File: src/rtl/mode_sequencer.sv
// mode_sequencer: front-panel mode stepper with debounced forward/back
// buttons, wrap-around mode index, one-hot run enables and idle timeout.
//
// Parameters:
//   NUM_MODES        modes including IDLE (mode 0), 2..16
//   DEBOUNCE_CYCLES  stable samples needed to accept a level change, >= 1
//   TIMEOUT_CYCLES   idle-return delay in cycles, 0 disables it
// Ports:
//   clock         system clock, rising edge
//   reset         synchronous active-low reset
//   SW_MODE       raw forward button, active high, asynchronous
//   SW_BACK       raw back button, active high, asynchronous
//   MODE_LOCK     discards accepted presses and freezes the timeout
//   MODE_RUN      one-hot run enables, bit i-1 set in mode i
//   MODE_INDEX    current mode number
//   MODE_CHANGED  one-cycle pulse when MODE_INDEX takes a new value
//   TIMEOUT_FLAG  one-cycle pulse on a timeout-forced return to IDLE
module mode_sequencer #(
   parameter int NUM_MODES       = 4,
   parameter int DEBOUNCE_CYCLES = 4,
   parameter int TIMEOUT_CYCLES  = 1000,
   localparam int MW             = $clog2(NUM_MODES)
) (
   input  logic                 clock,
   input  logic                 reset,
   input  logic                 SW_MODE,
   input  logic                 SW_BACK,
   input  logic                 MODE_LOCK,
   output logic [NUM_MODES-2:0] MODE_RUN,
   output logic [MW-1:0]        MODE_INDEX,
   output logic                 MODE_CHANGED,
   output logic                 TIMEOUT_FLAG
);

   // Debounce counter only has to reach DEBOUNCE_CYCLES-1.
   localparam int DW =
      (DEBOUNCE_CYCLES < 2) ? 1 : $clog2(DEBOUNCE_CYCLES);
   localparam logic [DW-1:0] D_LAST = DW'(DEBOUNCE_CYCLES - 1);

   // Timeout counter only has to reach TIMEOUT_CYCLES-1.
   localparam int TW =
      (TIMEOUT_CYCLES < 2) ? 1 : $clog2(TIMEOUT_CYCLES);
   localparam logic [TW-1:0] T_LAST =
      TW'((TIMEOUT_CYCLES > 0) ? TIMEOUT_CYCLES - 1 : 0);
   localparam bit T_EN = (TIMEOUT_CYCLES != 0);

   localparam logic [MW-1:0] M_LAST = MW'(NUM_MODES - 1);
   localparam logic [MW-1:0] M_IDLE = '0;

   localparam int B_FWD  = 0;
   localparam int B_BACK = 1;

   // ---------------------------------------------------------------
   // Button synchronisers and debouncers
   // ---------------------------------------------------------------
   logic [1:0]    sync1;
   logic [1:0]    sync2;
   logic [1:0]    db;
   logic [DW-1:0] db_cnt [2];
   logic [1:0]    flip;
   logic [1:0]    rise;

   // flip: this edge delivers the last differing sample, so the
   // debounced level changes now.  rise: that change is 0->1.
   always_comb begin
      flip = '0;
      rise = '0;
      for (int b = 0; b < 2; b++) begin
         flip[b] = (sync2[b] != db[b]) && (db_cnt[b] == D_LAST);
         rise[b] = flip[b] && !db[b];
      end
   end

   always_ff @(posedge clock) begin
      if (!reset) begin
         sync1 <= '0;
         sync2 <= '0;
         db    <= '0;
         for (int b = 0; b < 2; b++) begin
            db_cnt[b] <= '0;
         end
      end else begin
         sync1 <= {SW_BACK, SW_MODE};
         sync2 <= sync1;
         for (int b = 0; b < 2; b++) begin
            if (sync2[b] == db[b]) begin
               db_cnt[b] <= '0;
            end else if (flip[b]) begin
               db[b]     <= sync2[b];
               db_cnt[b] <= '0;
            end else begin
               db_cnt[b] <= db_cnt[b] + DW'(1);
            end
         end
      end
   end

   // ---------------------------------------------------------------
   // Mode state machine
   // ---------------------------------------------------------------
   logic [MW-1:0] mode;
   logic [MW-1:0] mode_nxt;
   logic [TW-1:0] tcnt;
   logic [TW-1:0] tcnt_nxt;
   logic          changed_nxt;
   logic          tflag_nxt;

   logic any_press;
   logic step_fwd;
   logic step_back;
   logic tick_en;
   logic expire;

   // State register
   always_ff @(posedge clock) begin
      if (!reset) begin
         mode         <= M_IDLE;
         tcnt         <= '0;
         MODE_CHANGED <= 1'b0;
         TIMEOUT_FLAG <= 1'b0;
      end else begin
         mode         <= mode_nxt;
         tcnt         <= tcnt_nxt;
         MODE_CHANGED <= changed_nxt;
         TIMEOUT_FLAG <= tflag_nxt;
      end
   end

   // Next-state logic.  A press on both buttons at once is still an
   // accepted press: it restarts the timeout but leaves the mode.
   // Any accepted press also outranks a timeout on the same edge.
   always_comb begin
      mode_nxt    = mode;
      tcnt_nxt    = tcnt;
      tflag_nxt   = 1'b0;
      changed_nxt = 1'b0;

      any_press = |rise;
      step_fwd  = rise[B_FWD] && !rise[B_BACK] && !MODE_LOCK;
      step_back = rise[B_BACK] && !rise[B_FWD] && !MODE_LOCK;
      tick_en   = T_EN && (mode != M_IDLE) && !MODE_LOCK;
      expire    = tick_en && (tcnt == T_LAST) && !any_press;

      unique case (1'b1)
         step_fwd: begin
            if (mode == M_LAST) mode_nxt = M_IDLE;
            else                mode_nxt = mode + MW'(1);
         end
         step_back: begin
            if (mode == M_IDLE) mode_nxt = M_LAST;
            else                mode_nxt = mode - MW'(1);
         end
         expire: begin
            mode_nxt  = M_IDLE;
            tflag_nxt = 1'b1;
         end
         default: begin
            mode_nxt = mode;
         end
      endcase

      changed_nxt = (mode_nxt != mode);

      if (any_press || changed_nxt) begin
         tcnt_nxt = '0;
      end else if (tick_en) begin
         tcnt_nxt = tcnt + TW'(1);
      end
   end

   // Output decode, purely from the mode register
   always_comb begin
      MODE_INDEX = mode;
      MODE_RUN   = '0;
      for (int i = 1; i < NUM_MODES; i++) begin
         MODE_RUN[i-1] = (mode == MW'(i));
      end
   end

endmodule

File: config.mk
export PLATFORM = sky130hd
export DESIGN_NAME = mode_sequencer
export DESIGN_NICKNAME = d
export VERILOG_FILES = /design/src/rtl/mode_sequencer.sv
export SDC_FILE = /design/constraint.sdc
export NUM_CORES = 1
export LEC_CHECK = 0
export ABC_AREA = 0
export CORE_ASPECT_RATIO = 0.75
export CORE_UTILIZATION = 40
export CTS_CLUSTER_SIZE = 10
export DETAILED_ROUTE_END_ITERATION = 6
export GPL_ROUTABILITY_DRIVEN = 0
export SLEW_MARGIN = 20
export SYNTH_ARGS = -nofsm -noshare
export SYNTH_HDL_FRONTEND = slang
export SYNTH_SLANG_ARGS = --single-unit
File: constraint.sdc
create_clock -name clock -period 2 [get_ports clock]
set_input_delay 0.4 -clock clock [delete_from_list [all_inputs] [get_ports clock]]
set_output_delay 0.4 -clock clock [all_outputs]
set_load 0.05 [all_outputs]
==> results.rst <==
.. list-table::
   :header-rows: 1

   * - Metric
     - Value
   * - Mapped cell area
     - about 1200 um2
   * - Hold_buf cts
     - 0
   * - Delay of the slowest cell on the worst path
     - just over 800 ps
   * - Endpoints failing hold
     - 0
   * - Number of antenna cells inserted
     - 0
   * - Register-to-Register Setup Slack
     - about 120 ps
   * - Class of the most critical setup path
     - reg -> out
   * - Longest Clk Path Bufs
     - 2
   * - Outcome
     - complete, no violations
   * - Final setup violation count
     - 0
   * - Initial core utilization
     - 0.440
   * - Final std cells w/o fill
     - ~180
   * - Synth Instances
     - roughly 120
   * - Setup tns final
     - 0 ps
   * - Core area
     - 2740 um2
   * - Highest routed layer
     - met4
   * - Yosys warnings
     - 0
   * - Power per Cell Area
     - 630 nW/um2
   * - Initial antenna violation count
     - 0
   * - Total number of cells along the worst setup path
     - 1
   * - Max_cap viols
     - 0
   * - Reg2Reg Launch Point
     - MODE_INDEX[0]$_SDFF_PN0_
   * - Final standard cell area without fillers
     - roughly 1500 um2
   * - Dpl cells
     - about 170
   * - Unrepaired setup endpoints after global routing
     - false
   * - Via count
     - 900
   * - Avg WL per Cell
     - between 10 and 15 um
   * - Leak
     - roughly 0.56 nW
   * - Highest achievable clock rate
     - ~530 MHz
   * - Count of nets left with antenna violations after detail routing
     - 0
   * - Cells taking the most area after synthesis
     - dfxtp_1, edfxtp_1, ha_1, xnor2_1, nor3_1
   * - Clock Skews
     - between 2 and 2.5 ps
   * - Actual slew at the worst max-slew pin
     - 500 ps
   * - Detailed-router iteration count before antenna repair
     - 4
   * - Signal arrival time at the worst endpoint
     - 1490 ps
   * - Initial detailed-routing violation count
     - 39
   * - Share of layout cells above drive strength 1
     - 0.187
   * - Peak supply drop
     - between 0.0004 and 0.0005 V
   * - Largest net degree at the start of global routing
     - 15
   * - Ports placed on the boundary
     - 12
   * - Hold Path Class
     - reg -> reg
   * - Leading register cell type out of synthesis
     - dfxtp_1
   * - H-tree depth reported by CTS
     - 1
   * - Seq/Total Area, Yosys
     - 0.432
   * - Distinct cell type count of the synthesized netlist
     - 39
   * - Clock tree from TritonCTS
     - yes
   * - Critical path endpoint category
     - output port
   * - Highest-delay cell along the critical path
     - clkdlybuf4s50_1
   * - CP max FO
     - 9
   * - Clock transition at the registers of the reported paths
     - 90 ps
   * - Die X
     - ~65 um
   * - DRC violations left
     - 0
   * - Overall die area
     - approximately 3200 um2
   * - Total track usage
     - 0.156
   * - Detailed-route wire length on metal 1
     - roughly 1.2 mm
   * - Height of the die
     - between 40 and 50 um
   * - Final core occ
     - 0.538
   * - Global-route wire length before repair
     - a little under 4 mm
   * - Min cycle time layout
     - between 1500 and 2000 ps
   * - Biggest area consumer among synthesized cells
     - dfxtp_1
   * - Worst setup path endpoint
     - MODE_INDEX[0]
   * - Vias per inst
     - between 5 and 6
   * - Total length of routed met3 wires
     - roughly 150 um
   * - Number of buffers and inverters on the critical path
     - 1
   * - Clock insertion delay at the later pin of the skew report
     - roughly 260 ps
   * - # port buffers
     - 11
   * - Nets
     - between 150 and 200
   * - Period Utilization, post-route
     - 0.945
   * - Average instance area after synthesis
     - 10.4 um2
   * - TritonCTS buffer count
     - 3
   * - Critical Path Source
     - MODE_INDEX[0]$_SDFF_PN0_
   * - End of the worst register-to-register path
     - MODE_INDEX[0]$_SDFF_PN0_
   * - Slew Limit Fails
     - 0
   * - TritonCTS sink count
     - 24
   * - Placed instance area
     - 1390 um2
   * - Number of storage elements in the synthesis netlist
     - 24
   * - Grt total ovfl
     - 0
   * - Total power after layout
     - 931 uW
   * - Synth-to-Final Area Change
     - 22.4%
   * - Tightest slew margin relative to the limit
     - 0.666
   * - Placed wire-length estimate after detailed placement
     - between 1.5 and 2 mm
   * - Wire length after detailed routing
     - 2.19 mm
   * - Ys async rst share
     - 0
   * - Kind of launch point of the worst setup path
     - register
   * - Filler cell count
     - roughly 250
   * - Met2 wire len
     - ~850 um
   * - R2r worst-path depth
     - 8
   * - Cell Rows
     - 16
   * - Required time at the endpoint of the critical path
     - roughly 1600 ps
   * - Crit-path leading delay family
     - buffers and inverters
   * - Clock tree root buffer cell
     - clkbuf_8
   * - Count of flip-flops with a built-in enable after synthesis
     - 4
   * - Vias in the first global route
     - 851
   * - Cell-by-cell trace of the critical path
     - clkdlybuf4s50_1
   * - Proportion of netlist area held by the largest area contributor
     - 0.332
[synthesized netlist by cell type (all sizes together) (2+ instances only)]
cell type and instances:
xnor2 7, and4bb 2, a31oi 2, edfxtp 4
nor4 4, and2 5, inv 3, ha 7
nand2 9, mux2i 4, and3 2, nor2 6
nand4 2, nor2b 2, nor3 9, nand3b 2
dfxtp 20, and3b 3, xor2 5
[per-stage QoR]
step                      hold WS (ps)  setup WS, ps
after global placement             418         -65.9
after detailed placement           420         -76.8
final                              439           109
after CTS                          442          55.9
after floorplan                    412          63.9
after global routing               471          15.8
[registers in the layout, summed over array words and instances (netlist names)]
name,cells
MODE_CHANGED,1
MODE_INDEX,2
TIMEOUT_FLAG,1
db,2
db_cnt,4
sync1,2
sync2,2
tcnt,10
[power breakdown]
group	switching, mW	internal, mW
logic	0.0250	0.0262
clock network	0.159	0.217
registers	0.00503	0.498
[cell families (layout without fill, tap and decap cells)]
logic type | count (synthesis) | count (layout) | synth area share
other cells | 1 | 4 | 0.00311
fa+ha+maj | 7 | 7 | 0.0726
simple gates | 53 | 53 | 0.275
compound gates | 10 | 10 | 0.0757
xor+xnor | 12 | 12 | 0.0871
buf+inv | 5 | 25 | 0.0218
flops | 24 | 24 | 0.432
mux | 4 | 4 | 0.0332
[layout by cell type (no fill, tap or decap), types with 2 or more instances in the layout]
cell,synthesis,routed
and2_1,5,5
nor4_1,3,3
and3_1,2,2
buf_4,0,10
nand3b_1,2,2
dfxtp_1,20,18
nor2b_1,2,2
ha_1,7,6
and3b_1,3,3
nor2_1,5,5
conb_1,1,4
xnor2_1,7,7
xor2_1,5,5
nor3_1,9,9
a31oi_1,2,2
nand2_1,9,9
clkbuf_8,0,3
inv_1,3,2
mux2i_1,4,4
edfxtp_1,4,4
nand4_1,2,2
and4bb_2,2,2
clkdlybuf4s50_1,0,8
[cell type report]
type	count	area [um2]	share of cell area
multi-input cells	90	673	0.456
flip-flops and latches	24	526	0.356
repair buffers	18	155	0.105
clock buffers	4	66.3	0.0449
well taps	36	45.0	0.0305
inverters	3	11.3	0.00763
[repair_timing]
action                     in CTS  in global routing
resized for setup               0                  2
setup buffers                   0                  2
setup endpoints to repair       0                  9
[routing by layer]
layer  global-route usage  up-vias
met5                    0        -
met4               0.0217        0
met3               0.0486        2
met2                0.232       21
met1                0.225      416
li1                     -      461
[how the worst min path moves through the flow]
| stage | startpoint | endpoint | slack, ps | depth (start not counted) |
|---|---|---|---|---|
| 3_5_place_dp | sync1[1]$_SDFF_PN0_ | sync2[1]$_SDFF_PN0_ | 420 | 1 |
| 6_report | sync1[1]$_SDFF_PN0_ | sync2[1]$_SDFF_PN0_ | 440 | 1 |
| 3_3_place_gp | sync1[1]$_SDFF_PN0_ | sync2[1]$_SDFF_PN0_ | 420 | 1 |
| 4_1_cts | sync1[1]$_SDFF_PN0_ | sync2[1]$_SDFF_PN0_ | 440 | 1 |
| 2_1_floorplan | sync1[0]$_SDFF_PN0_ | sync2[0]$_SDFF_PN0_ | 410 | 1 |
| 5_1_grt | sync1[1]$_SDFF_PN0_ | sync2[1]$_SDFF_PN0_ | 470 | 1 |
Note: power is estimated with default switching activity, not from simulation.
